==> config.mk <==
export PLATFORM = sky130hd
export DESIGN_NAME = tone_generator
export DESIGN_NICKNAME = d
export VERILOG_FILES = /design/src/rtl/tone_generator.sv
export SDC_FILE = /design/constraint.sdc
export NUM_CORES = 1
export LEC_CHECK = 0
export ABC_CLOCK_PERIOD_IN_PS = 3700
export BUFFER_PORTS_ARGS = -buffer_cell sky130_fd_sc_hd__buf_2
export CAP_MARGIN = 40
export CELL_PAD_IN_SITES_DETAIL_PLACEMENT = 1
export CELL_PAD_IN_SITES_GLOBAL_PLACEMENT = 1
export CORE_MARGIN = 10
export CORE_UTILIZATION = 30
export CTS_CLUSTER_DIAMETER = 200
export CTS_CLUSTER_SIZE = 20
export DETAILED_ROUTE_END_ITERATION = 12
export PLACE_DENSITY_LB_ADDON = 0.1
export SLEW_MARGIN = 10
export SYNTH_ARGS = -nofsm -noshare
export SYNTH_HDL_FRONTEND = slang
export SYNTH_SLANG_ARGS = --single-unit
==> constraint.sdc <==
create_clock -name clk -period 3.7 [get_ports clk]
set_input_delay 0 -clock clk [delete_from_list [all_inputs] [get_ports clk]]
set_output_delay 0 -clock clk [all_outputs]
set_load 0.1 [all_outputs]
==> src/rtl/tone_generator.sv <==
// -----------------------------------------------------------------------------
// tone_generator
//
// Square-wave tone generator driven by an (octave, note) pair coming from an
// upstream divide-by-12 stage. A 9-bit note divider counts down the semitone
// period. Each time it wraps it steps an 8-bit octave divider. Each time the
// octave divider wraps, the speaker output toggles. The resulting speaker
// half-period is (DIV[note]+1) * ((255 >> octave) + 1) clocks.
//
// Optional feature (macro TONE_GEN_DURATION_EN):
//   When defined, a duration counter ends each note after NOTE_CYCLES clocks
//   of PLAY. At that point the block returns to IDLE and pulses done.
//   When undefined, done is tied to 0 and a note plays until stop, reset or
//   a new note_load.
//
// Parameters:
//   NOTE_CYCLES  clocks a note plays before auto-stop (duration build only)
//
// Ports:
//   clk        in   system clock; all logic is on its rising edge
//   reset      in   synchronous active-high reset
//   note_load  in   one-cycle strobe: latch octave/note and start playing
//   octave     in   [2:0] octave index (0..5 valid, 6..7 play as a rest)
//   note       in   [3:0] semitone index (0..11 valid, 12..15 play as a rest)
//   stop       in   one-cycle strobe: silence and return to IDLE
//   speaker    out  registered square-wave output
//   busy       out  registered, high while in PLAY
//   done       out  registered one-cycle pulse on auto-stop (0 without macro)
// -----------------------------------------------------------------------------
module tone_generator #(
    parameter int NOTE_CYCLES = 6250000
) (
    input  logic       clk,
    input  logic       reset,
    input  logic       note_load,
    input  logic [2:0] octave,
    input  logic [3:0] note,
    input  logic       stop,
    output logic       speaker,
    output logic       busy,
    output logic       done
);

    typedef enum logic {
        IDLE = 1'b0,
        PLAY = 1'b1
    } state_t;

    state_t       state_reg,    state_next;
    logic [2:0]   oct_lat_reg,  oct_lat_next;
    logic [3:0]   note_lat_reg, note_lat_next;
    logic [8:0]   cnt_note_reg, cnt_note_next;
    logic [7:0]   cnt_oct_reg,  cnt_oct_next;
    logic         speaker_reg,  speaker_next;
    logic         busy_reg,     busy_next;

`ifdef TONE_GEN_DURATION_EN
    localparam logic [31:0] DUR_LAST = 32'(NOTE_CYCLES - 1);
    logic [31:0]  dur_cnt_reg,  dur_cnt_next;
    logic         done_reg,     done_next;
`endif

    // Semitone divider table. Indices 12..15 are rests and never toggle the
    // speaker, so the value returned for them only keeps the counter busy.
    function automatic logic [8:0] note_div(input logic [3:0] n);
        logic [8:0] d;
        case (n)
            4'd0:    d = 9'd511;
            4'd1:    d = 9'd482;
            4'd2:    d = 9'd455;
            4'd3:    d = 9'd430;
            4'd4:    d = 9'd405;
            4'd5:    d = 9'd383;
            4'd6:    d = 9'd361;
            4'd7:    d = 9'd341;
            4'd8:    d = 9'd322;
            4'd9:    d = 9'd303;
            4'd10:   d = 9'd286;
            4'd11:   d = 9'd270;
            default: d = 9'd0;
        endcase
        return d;
    endfunction

    function automatic logic [7:0] oct_div(input logic [2:0] o);
        return 8'd255 >> o;
    endfunction

    // A latched pair outside the valid range plays as a silent rest.
    logic lat_valid;
    assign lat_valid = (note_lat_reg < 4'd12) && (oct_lat_reg < 3'd6);

    // ------------------------------------------------------------------
    // Next-state and datapath logic
    // ------------------------------------------------------------------
    always_comb begin
        state_next    = state_reg;
        oct_lat_next  = oct_lat_reg;
        note_lat_next = note_lat_reg;
        cnt_note_next = cnt_note_reg;
        cnt_oct_next  = cnt_oct_reg;
        speaker_next  = speaker_reg;
`ifdef TONE_GEN_DURATION_EN
        dur_cnt_next  = dur_cnt_reg;
        done_next     = 1'b0;
`endif

        case (state_reg)
            IDLE: begin
                speaker_next = 1'b0;
                // stop has no effect in IDLE, but it still cancels a load
                // that arrives in the same cycle.
                if (note_load && !stop) begin
                    state_next    = PLAY;
                    oct_lat_next  = octave;
                    note_lat_next = note;
                    cnt_note_next = note_div(note);
                    cnt_oct_next  = oct_div(octave);
`ifdef TONE_GEN_DURATION_EN
                    dur_cnt_next  = '0;
`endif
                end
            end

            PLAY: begin
                if (stop) begin
                    state_next   = IDLE;
                    speaker_next = 1'b0;
                end else if (note_load) begin
                    // Restart: re-latch and start the tone from phase zero.
                    oct_lat_next  = octave;
                    note_lat_next = note;
                    cnt_note_next = note_div(note);
                    cnt_oct_next  = oct_div(octave);
                    speaker_next  = 1'b0;
`ifdef TONE_GEN_DURATION_EN
                    dur_cnt_next  = '0;
`endif
                end else begin
                    if (cnt_note_reg != 9'd0) begin
                        cnt_note_next = cnt_note_reg - 9'd1;
                    end else begin
                        cnt_note_next = note_div(note_lat_reg);
                        if (cnt_oct_reg != 8'd0) begin
                            cnt_oct_next = cnt_oct_reg - 8'd1;
                        end else begin
                            cnt_oct_next = oct_div(oct_lat_reg);
                            if (lat_valid) begin
                                speaker_next = ~speaker_reg;
                            end
                        end
                    end
`ifdef TONE_GEN_DURATION_EN
                    if (dur_cnt_reg == DUR_LAST) begin
                        state_next   = IDLE;
                        speaker_next = 1'b0;
                        done_next    = 1'b1;
                    end else begin
                        dur_cnt_next = dur_cnt_reg + 32'd1;
                    end
`endif
                end
            end

            default: begin
                state_next   = IDLE;
                speaker_next = 1'b0;
            end
        endcase

        busy_next = (state_next == PLAY);
    end

    // ------------------------------------------------------------------
    // State registers
    // ------------------------------------------------------------------
    always_ff @(posedge clk) begin
        if (reset) begin
            state_reg    <= IDLE;
            oct_lat_reg  <= '0;
            note_lat_reg <= '0;
            cnt_note_reg <= '0;
            cnt_oct_reg  <= '0;
            speaker_reg  <= 1'b0;
            busy_reg     <= 1'b0;
`ifdef TONE_GEN_DURATION_EN
            dur_cnt_reg  <= '0;
            done_reg     <= 1'b0;
`endif
        end else begin
            state_reg    <= state_next;
            oct_lat_reg  <= oct_lat_next;
            note_lat_reg <= note_lat_next;
            cnt_note_reg <= cnt_note_next;
            cnt_oct_reg  <= cnt_oct_next;
            speaker_reg  <= speaker_next;
            busy_reg     <= busy_next;
`ifdef TONE_GEN_DURATION_EN
            dur_cnt_reg  <= dur_cnt_next;
            done_reg     <= done_next;
`endif
        end
    end

    assign speaker = speaker_reg;
    assign busy    = busy_reg;

`ifdef TONE_GEN_DURATION_EN
    assign done = done_reg;
`else
    assign done = 1'b0;
`endif

endmodule

==> metrics.txt, run 1 <==
total track usage=12.6%; Slew headroom=46.5%; Final Core Density=34.3%; placed cell area=0.00243 sq mm; Non-Filler Instances=381; Hold Vio Cnt, Final=0; critical path arrival=2.76 ns; core area=0.00737 sq mm; Mapped Nets=303; Slew Viols, Final=0; DRT antenna net count=0; largest net degree at the start of global routing=30; Skew-Pair Late Insertion Delay=0.30 ns; clk slew on worst S/H paths=0.07 ns; total CTS buffers=5; post-synth cell types=57; YS warnings=0; Post-CTS Setup Repair Bufs=0; most common cell after layout, fill and taps aside=dfxtp_1; grt ovf=0; max cap viols=0; die area=0.0116 sq mm; CTS tree=done; H-tree depth=2; ys flop type=dfxtp_1; Setup-failing EPs final=0; Port Buf Inserts=12; Hold Path Class=in -> reg; Chip Width=108 microns; vias per cell=5.31; fin area=0.00252 sq mm; outcome=complete, no violations; clk buf depth=2; filler instances=911; DR pass1 iterations=4; DPL Wire Length=5100 microns; Critical Path RT=3.92 ns; area delta synth->final=9.38%; final WL=6880 microns; top post-synthesis cells by area=dfxtp_1, ha_1, nor2_1, a21oi_1, mux2i_1; routed len/inst=18.1 microns; Cells after Synth=275; vias post-DR=2,023; Clock Skew=0.00770 ns; TNS Setup=0 ns; placed cells=372; global-route wire length before repair=11,800 microns; most frequent cells in the layout=dfxtp_1, nor2_1, a21oi_1; DR iter-0 viols=99; EDFF count, synth=0; vias in the first global route=2,165; Period minus WS final=2.54 ns; DRC viols=0; Fmax=0.394 GHz; Worst setup EP type=register; CTS Sinks=35; Antenna Cells=0; I/O pins=14; Synth async-reset ratio=0%; Yosys reg bits=35; RSZ-0062 raised after global routing=false; Synth top area share=30.4%; synthesized area=0.00231 sq mm; GPL Wtd Cong=0.727; initial core utilization=31.3%; average size of a mapped cell=8.39 sq um; initial antenna violation count=0; row cnt=31; Seq/Total Area, Yosys=30.4%; Startpoint Class=primary input; leading area contributor after synthesis=dfxtp_1; crit path max fanout=9; fraction of final layout cells sized beyond drive strength 1=12.8%; Worst VDD drop=0.000123 V; NumNets Final=309; Die H=108 microns; Tcrit/Tclk final=68.6%; CTS resizes=0; leak pwr=0.958 nW; Tightest Pin Transition=0.801 ns; Crit Path Class=in -> reg; pwr/cell area=383 mW/mm^2; CTS root buffer=clkbuf_8
-- critical path: stages --
cell,delay [ns]
dlygate4sd3_1,0.54
buf_2,0.15
nor2b_1,0.63
nand2_1,0.16
a21oi_1,0.39
inv_1,0.17
ha_1,0.26
mux2_1,0.30
o2bb2ai_1,0.14
-- where the power goes --
group	internal (W)	leakage (nW)	switching [W]
clock network	0.000132	0.0422	0.000151
logic	0.0000937	0.628	0.000155
registers	0.000405	0.288	0.0000297
total	0.000631	0.958	0.000335
-- per-stage QoR --
step	total power, W	hold WS [ns]	setup slack (ns)
after global routing	0.00103	0.0461	0.871
after global placement	0.000691	0.254	1.51
final	0.000966	0.0199	1.16
after floorplan	0.000622	0.0735	1.16
after detailed placement	0.000691	0.251	1.37
after CTS	0.000978	0.0151	1.16
-- cell families after synthesis --
logic type	synth area share [%]
buffers and inverters	5.80
DFF	30.4
muxes	6.45
and+or+nand+nor	21.0
AOI/OAI and AO/OA	25.1
other	0.162
adders and majority gates	9.21
xor gates and xnor gates	1.90
-- synth_stat cells (all sizes together) (2+ instances only) --
cell / instances
a211oi: 5
a21o: 2
a21oi: 19
a22oi: 3
a311oi: 3
a31oi: 6
and2: 2
buf: 7
clkbuf: 9
dfxtp: 35
ha: 17
inv: 16
mux2: 5
mux2i: 8
nand2: 15
nand2b: 4
nand3: 7
nor2: 27
nor2b: 4
nor3: 12
nor4: 5
nor4b: 2
o211a: 2
o211ai: 2
o21ai: 13
o21bai: 2
o221ai: 5
o22ai: 9
o2bb2ai: 4
o31ai: 2
or3: 2
or4: 2
xnor2: 3
xor2: 2
-- final cells by class --
class                           instances  area (sq um)  share of cell area (%)
Clock buffer                            7          76.3                    3.02
Clock inverter                          1          5.00                   0.198
Inverter                               16          60.1                    2.38
Multi-Input combinational cell        208          1470                    58.4
Sequential cell                        35           701                    27.8
Tap cell                               99           124                    4.91
Timing Repair Buffer                   15          85.1                    3.37
-- per-layer routing --
| layer | wire length [microns] | up-vias | global-route usage [%] | share of wire (%) |
|---|---|---|---|---|
| met2 | 3050 | 32 | 19.0 | 44 |
| met1 | 3520 | 962 | 17.6 | 51 |
| met3 | 232 | 6 | 2.57 | 3.4 |
| met5 | 0 | - | 0 | 0 |
| met4 | 76 | 0 | 3.82 | 1.1 |
| li1 | - | 1023 | - | - |
-- worst paths after layout --
| check | slack [ns] | start | end | cells past startpoint |
|---|---|---|---|---|
| setup reg to reg | 1.48 | cnt_note_reg[0] | cnt_oct_reg[5] | 7 |
| hold / removal | 0.02 | octave[1] | oct_lat_reg[1] | 3 |
| hold reg to reg | 0.51 | cnt_note_reg[1] | cnt_note_reg[1] | 2 |
| setup / recovery | 1.16 | stop | register | 9 |
-- what timing repair did --
action                                  in CTS  in global routing
hold buffers                                 1                  0
hold endpoints to repair                     1                  0
endpoints found under the setup margin       0                  0
(Power assumes the default switching activity.)
==> inputs of run 2 (changes only) <==
- ABC_AREA: unset -> 1
- ABC_CLOCK_PERIOD_IN_PS: 3700 -> 2500
- clock period: 3.7 -> 2.5 ns (I/O delays scaled with it)
==> run 2 against run 1 <==
Against the previous run: first-iteration DRC count down 8.1%; largest power group unchanged; die area up 8.0%; setup slack worse by 0.38 ns; synthesized cell count up 44%; non-clock buffer count down 2; clock-buffer cell count down 2; hold slack better by 0.017 ns; core utilization down 0.79 points; critical path depth up 2; area after synthesis up 9.8%; critical path type is now reg -> reg; largest cell class unchanged; clock skew up 0.0032 ns; combinational power up 82%.
==> metrics.txt, run 2 <==
vias in the first global route=2,414 (was 2,165); Hold Path Class=in -> reg (unchanged); Sequential Power Share=42.0% (was 45.0%); Worst setup EP type=register (unchanged); Fmax=0.580 GHz; DR iter-0 viols=91 (was 99); Worst VDD drop=0.000225 V (was 0.000123 V); RSZ-0062 raised after global routing=false (unchanged); Post-CTS Setup Repair Bufs=0 (unchanged); post-synth cell types=35 (was 57); core area=0.00822 sq mm (was 0.00737 sq mm); switch share=37.3% (was 34.7%); Die H=112 microns (was 108 microns); Multi-input gate area=0.00154 sq mm (was 0.00147 sq mm); clk buf depth=2 (unchanged); CTS Hold Buffers Added=0 (was 1); M1 GR Usage=15.2% (was 17.6%); Tcrit/Tclk final=68.9%; met3 Use GR=2.15% (was 2.57%); die area=0.0125 sq mm (was 0.0116 sq mm); row cnt=33 (was 31); Seq/Total Area, Yosys=27.6% (was 30.4%); average size of a mapped cell=6.39 sq um (was 8.39 sq um); YS warnings=0 (unchanged); total track usage=11.7% (was 12.6%); Clock Skew=0.0109 ns (was 0.00770 ns); Cells after Synth=397 (was 275); Period minus WS final=1.72 ns; Tightest Pin Transition=0.505 ns (was 0.801 ns); most instantiated cells after synthesis=nand2_1, inv_1, nor2_1 (was dfxtp_1, nor2_1, a21oi_1); Chip Width=112 microns (was 108 microns); Setup-failing EPs final=0 (unchanged); Final Core Density=33.5% (was 34.3%); leak pwr=1.31 nW (was 0.958 nW); routed len/inst=14.2 microns (was 18.1 microns); max cap viols=0 (unchanged); Synth async-reset ratio=0% (unchanged); CTS tree=done (unchanged); CP max stage delay=0.31 ns (was 0.63 ns); DRT antenna net count=0 (unchanged); leading area contributor after synthesis=dfxtp_1 (unchanged); outcome=complete, no violations (unchanged); Critical Path, Cell by Cell=inv_1 -> ha_1 -> nand2_1 -> nor2_2 -> nand3_4 -> nand2_4 -> nand2_4 -> clkinv_2 -> nor2_1 -> nor2_1 -> nor2_1 (was dlygate4sd3_1 -> buf_2 -> nor2b_1 -> nand2_1 -> a21oi_1 -> inv_1 -> ha_1 -> mux2_1 -> o2bb2ai_1); most frequent cells in the layout=nand2_1, inv_1, nor2_1 (was dfxtp_1, nor2_1, a21oi_1); grt ovf=0 (unchanged); xor/xnor share of the synthesized area=0.346% (was 1.90%); top post-synthesis cells by area=dfxtp_1, nand2_1, ha_1, nand3_1, inv_1 (was dfxtp_1, ha_1, nor2_1, a21oi_1, mux2i_1); DPL Wire Length=5870 microns (was 5100 microns); Hold Vio Cnt, Final=0 (unchanged); Slew Viols, Final=0 (unchanged); CTS root buffer=clkbuf_8 (unchanged); Startpoint Class=register (was primary input); GPL Wtd Cong=0.790 (was 0.727); EDFF count, synth=0 (unchanged); clock group share of total power=27.7% (was 29.3%); Simple-Gate Fraction of Synth Area=37.1% (was 21.0%); initial core utilization=30.9% (was 31.3%); FF-to-FF Start=cnt_note_reg[0] (unchanged); CP Launch Point=cnt_note_reg[0] (was stop); I/O pins=14 (unchanged); CTS Sinks=35 (unchanged); slowest cell on the critical path=dfxtp_1 (was nor2b_1); Crit Path Class=reg -> reg (was in -> reg); Critical Path RT=2.67 ns (was 3.92 ns); NetSw=0.000557 W (was 0.000335 W); Comb pwr share=30.4% (was 25.7%); Bufs and invs on worst path=2 (was 3); most frequent cell after synthesis=nand2_1 (was dfxtp_1); global-route wire length before repair=12,300 microns (was 11,800 microns); Port Buf Inserts=12 (unchanged); Yosys reg bits=35 (unchanged); final WL=7280 microns (was 6880 microns); critical path arrival=1.89 ns (was 2.76 ns); filler instances=1,085 (was 911); most common cell after layout, fill and taps aside=nand2_1 (was dfxtp_1); Skew-Pair Late Insertion Delay=0.29 ns (was 0.30 ns); DR pass1 iterations=4 (unchanged); total CTS buffers=5 (unchanged); CTS resizes=0 (unchanged); H-tree depth=2 (unchanged); DRC viols=0 (unchanged); area delta synth->final=8.49% (was 9.38%); Post-Synth Adder-Cell Area=8.39% (was 9.21%); synthesized area=0.00253 sq mm (was 0.00231 sq mm); crit path max fanout=10 (was 9); clk slew on worst S/H paths=0.08 ns (was 0.07 ns); CP dominant cell by count=nor2_1; hold_sp=stop (was octave[1]); post-synthesis mux area share=0% (was 6.45%); initial antenna violation count=0 (unchanged); fraction of final layout cells sized beyond drive strength 1=13.5% (was 12.8%); vias post-DR=2,389 (was 2,023); NumNets Final=434 (was 309); placed cells=504 (was 372); gr busiest metal=met2 (unchanged); Synth top area share=27.6% (was 30.4%); Slew headroom=66.3% (was 46.5%); vias per cell=4.67 (was 5.31); Int Pwr=0.000935 W (was 0.000631 W); pwr/cell area=543 mW/mm^2 (was 383 mW/mm^2); Antenna Cells=0 (unchanged); largest net degree at the start of global routing=16 (was 30); largest family of logic cells by synthesized area=simple AND/OR/NAND/NOR gates (was compound AO/OA/AOI/OAI gates); Non-Filler Instances=512 (was 381); total area of sequential cells=701 sq um (unchanged); GR Layer Usage met2=19.5% (was 19.0%); TNS Setup=0 ns (unchanged); compound-gate portion of the synthesized area=14.8% (was 25.1%); Top delay family on crit path=simple AND/OR/NAND/NOR gates (was buffers and inverters); ys flop type=dfxtp_1 (unchanged); Mapped Nets=425 (was 303)
-- run 2: cell count changes after synthesis, moves of 9 or more --
cell / before / now
nand2_1: 15 / 104
o21ai_0: 11 / 26
o22ai_1: 9 / 0
inv_1: 16 / 49
nor2_1: 25 / 44
nand3_1: 6 / 37
-- run 2: power by group through the flow --
| stage | Sequential (W) | Clock, W | Combinational, W |
|---|---|---|---|
| after global placement | 0.000640 | 0 | 0.000453 |
| after floorplan | 0.000638 | 0 | 0.000341 |
| final | 0.000626 | 0.000413 | 0.000453 |
| after detailed placement | 0.000640 | 0 | 0.000456 |
| after global routing | 0.000632 | 0.000452 | 0.000523 |
| after CTS | 0.000627 | 0.000429 | 0.000459 |
-- run 2: worst reg2reg max path, stage by stage (launching register included) --
cell and delay (ns):
dfxtp_1 0.31, inv_1 0.09, ha_1 0.23, nand2_1 0.12, nor2_2 0.14, nand3_4 0.16, nand2_4 0.15, nand2_4 0.09
clkinv_2 0.12, nor2_1 0.05, nor2_1 0.10, nor2_1 0.04
-- run 2: final timing paths --
check / endpoint / slack [ns] / depth (start not counted)
max: cnt_oct_reg[4] / 0.78 / 11
min: speaker / 0.04 / 4
min reg2reg: cnt_note_reg[8] / 0.47 / 2
max reg2reg: cnt_oct_reg[4] / 0.78 / 11
-- run 2: metal layers --
layer  share of wire (%)  vias up  wire (microns)
met5                   0        -               0
met4                 1.1        0              83
met3                 1.6        7             120
met2                  46       15            3370
met1                  51     1101            3710
li1                    -     1266               -
-- run 2: kinds of logic after synthesis --
family | after synthesis
adder cells (fa/ha/maj) | 17
buffers and inverters | 69
other | 1
XOR/XNOR | 1
AO/OA/AOI/OAI | 64
AND/OR/NAND/NOR | 210
flip-flops | 35
-- run 2: area by class of cell --
type,instances,share of cell area [%]
multi-input combinational,293,56.0
clock inverter,3,0.728
clock buffer,5,2.50
timing repair buffer,13,2.46
inverter,58,8.05
tap,105,4.78
sequential,35,25.5
-- run 2: metrics by stage --
| stage | total power [W] | cell area (sq um) | setup slack [ns] | hold slack [ns] |
|---|---|---|---|---|
| 2_1_floorplan | 0.000979 | 2530 | 0.424 | 0.161 |
| 3_3_place_gp | 0.00109 | 2660 | 0.852 | 0.336 |
| 3_5_place_dp | 0.00110 | 2660 | 0.762 | 0.348 |
| 4_1_cts | 0.00151 | 2750 | 0.759 | 0.0263 |
| 5_1_grt | 0.00161 | 2750 | 0.517 | 0.0545 |
| 6_report | 0.00149 | 2750 | 0.777 | 0.0372 |
==> inputs of run 3 (changes only) <==
- ABC_CLOCK_PERIOD_IN_PS: 2500 -> 1550
- clock period: 2.5 -> 1.55 ns (I/O delays scaled with it)
==> run 3 against run 2 <==
Against the previous run: sequential share of layout area is 2.4 points lower; global-route usage up 0.61 points; clock-buffer cell count unchanged; critical path depth decreased by 1; die area did not move; clock skew fell by 0.0066 ns; final cell count grew 4.1%; setup slack worse by 0.68 ns; non-clock buffer count grew 20; flip-flop and latch count unchanged; combinational power up 85%; critical path type unchanged; largest cell class unchanged; highest routed layer unchanged.
==> metrics.txt, run 3 (synthesis results as in run 2) <==
outcome=complete, no violations (unchanged); Port Buf Inserts=12 (unchanged); most frequent cells in the layout=nand2_1, inv_1, nor2_1 (unchanged); total CTS buffers=5 (unchanged); critical path arrival=1.65 ns (was 1.89 ns); Hold Vio Cnt, Final=0 (unchanged); routed len/inst=14.2 microns (about the same); final WL=7550 microns (was 7280 microns); RSZ-0062 raised after global routing=true (was false); H-tree depth=2 (unchanged); DRC viols=0 (unchanged); total track usage=12.4% (was 11.7%); Period minus WS final=1.45 ns (was 1.72 ns); Critical Path, Cell by Cell=inv_2 -> ha_4 -> nand2_2 -> nor2_4 -> nand3_4 -> nand2_4 -> buf_4 -> o211ai_1 -> nor2_1 -> nor2_1 (was inv_1 -> ha_1 -> nand2_1 -> nor2_2 -> nand3_4 -> nand2_4 -> nand2_4 -> clkinv_2 -> nor2_1 -> nor2_1 -> nor2_1); row cnt=33 (unchanged); DR iter-0 viols=93 (was 91); fraction of final layout cells sized beyond drive strength 1=21.3% (was 13.5%); Fin Hold WS=0.0225 ns (was 0.0372 ns); FF-to-FF setup slack=0.1 ns (was 0.78 ns); CTS root buffer=clkbuf_8 (unchanged); die area=0.0125 sq mm (unchanged); Startpoint Class=register (unchanged); Worst Hold Depth=4 (unchanged); Crit Path Class=reg -> reg (unchanged); WHS Endpoint=speaker (unchanged); CP dominant cell by count=nor2_1 (unchanged); CTS tree=done (unchanged); Fmax=0.688 GHz (was 0.580 GHz); leak pwr=1.44 nW (was 1.31 nW); GPL Wtd Cong=0.772 (was 0.790); max cap viols=0 (unchanged); CTS Sinks=35 (unchanged); vias per cell=4.67 (about the same); NumNets Final=455 (was 434); Antenna Cells=0 (unchanged); global-route wire length before repair=13,000 microns (was 12,300 microns); vias in the first global route=2,683 (was 2,414); Place WS=-0.0606 ns (was 0.762 ns); area delta synth->final=20.4% (was 8.49%); vias post-DR=2,487 (was 2,389); Clock Skew=0.00422 ns (was 0.0109 ns); DRT antenna net count=0 (unchanged); clk buf depth=2 (unchanged); Die H=112 microns (unchanged); worst flop-to-flop path endpoint=cnt_oct_reg[7] (was cnt_oct_reg[4]); Slew Viols, Final=0 (unchanged); Hold Path Class=in -> reg (unchanged); Final Core Density=37.2% (was 33.5%); slowest cell on the critical path=dfxtp_2 (was dfxtp_1); core area=0.00822 sq mm (unchanged); Worst VDD drop=0.000344 V (was 0.000225 V); CP max stage delay=0.33 ns (was 0.31 ns); filler instances=1,065 (was 1,085); hold_sp=stop (unchanged); Skew-Pair Late Insertion Delay=0.29 ns (about the same); Chip Width=112 microns (unchanged); Tcrit/Tclk final=93.8% (was 68.9%); Critical Path RT=1.74 ns (was 2.67 ns); FF-to-FF Start=cnt_note_reg[1] (was cnt_note_reg[0]); most common cell after layout, fill and taps aside=nand2_1 (unchanged); grt ovf=0 (unchanged); Setup-failing EPs final=0 (unchanged); crit path max fanout=5 (was 10); initial antenna violation count=0 (unchanged); pwr/cell area=939 mW/mm^2 (was 543 mW/mm^2); clk slew on worst S/H paths=0.08 ns (about the same); DR pass1 iterations=4 (unchanged); DPL Wire Length=6010 microns (was 5870 microns); I/O pins=14 (unchanged); Worst setup EP type=register (unchanged); worst reg-to-reg path cell count=10 (was 11); initial core utilization=30.9% (unchanged); largest net degree at the start of global routing=16 (unchanged); setup slack after layout=0.0958 ns (was 0.777 ns)
-- run 3: cell types whose count changed in the layout (fill, tap and decap cells not counted), moves of 3 or more --
cell and delta:
inv_1 -4, nor2_1 -3, buf_4 +17, inv_2 +4, nor2_4 +3
-- run 3: area by class of cell --
type | count | area [sq um] | area share [%]
clock inverter | 3 | 67.6 | 2.21
clock buffer | 5 | 68.8 | 2.25
multi-input combinational | 294 | 1620 | 53.0
sequential | 35 | 706 | 23.1
inverter | 58 | 225 | 7.38
tap | 105 | 131 | 4.30
timing repair buffer | 33 | 236 | 7.75
-- run 3: worst max-delay path by stage --
stage                                from             end
after floorplan                      busy  cnt_oct_reg[7]
after global placement               stop        register
after detailed placement  cnt_note_reg[0]  cnt_oct_reg[6]
after CTS                 cnt_note_reg[1]  cnt_oct_reg[7]
after global routing      cnt_note_reg[1]  cnt_oct_reg[4]
final                     cnt_note_reg[1]  cnt_oct_reg[7]
-- run 3: where the power goes --
group / leakage (nW) / internal, W / switching [W] / total (W)
clock network: 0.0644 / 0.000642 / 0.000375 / 0.00102
registers: 0.290 / 0.000969 / 0.0000428 / 0.00101
logic: 1.09 / 0.000301 / 0.000537 / 0.000838
total: 1.44 / 0.00191 / 0.000955 / 0.00287
-- run 3: repair_timing --
item | 4_1_cts | 5_1_grt
cloned | 0 | 1
hold endpoints to repair | 1 | 0
pin swaps | 3 | 3
hold buffers | 1 | 0
setup buffers | 4 | 1
endpoints found under the setup margin | 8 | 19
gates resized for setup | 8 | 16
-- run 3: metal layers --
layer  part of all wire (%)  vias up  global-route usage [%]  wire [microns]
li1                       -     1315                       -               -
met1                     47     1149                    14.8            3570
met2                     50       17                    22.2            3770
met3                    1.9        6                    2.20             144
met4                   0.78        0                    2.83              59
met5                      0        -                       0               0
-- run 3: worst max-delay path, delay by kind of cell, from the launching register on --
kind | cells | cell delay, ns
AOI/OAI and AO/OA | 1 | 0.10
adders and majority gates | 1 | 0.14
buffers and inverters | 2 | 0.21
DFF | 1 | 0.33
and+or+nand+nor | 6 | 0.57
-- run 3: per-stage QoR --
step,area [sq um],setup TNS (ns),std cells,total power (W)
after CTS,2990,0,531,0.00286
after floorplan,2540,0,397,0.00158
after global routing,3050,-0.0610,533,0.00306
after global placement,2780,-0.0413,518,0.00180
after detailed placement,2780,-0.272,518,0.00180
final,3050,0,533,0.00287
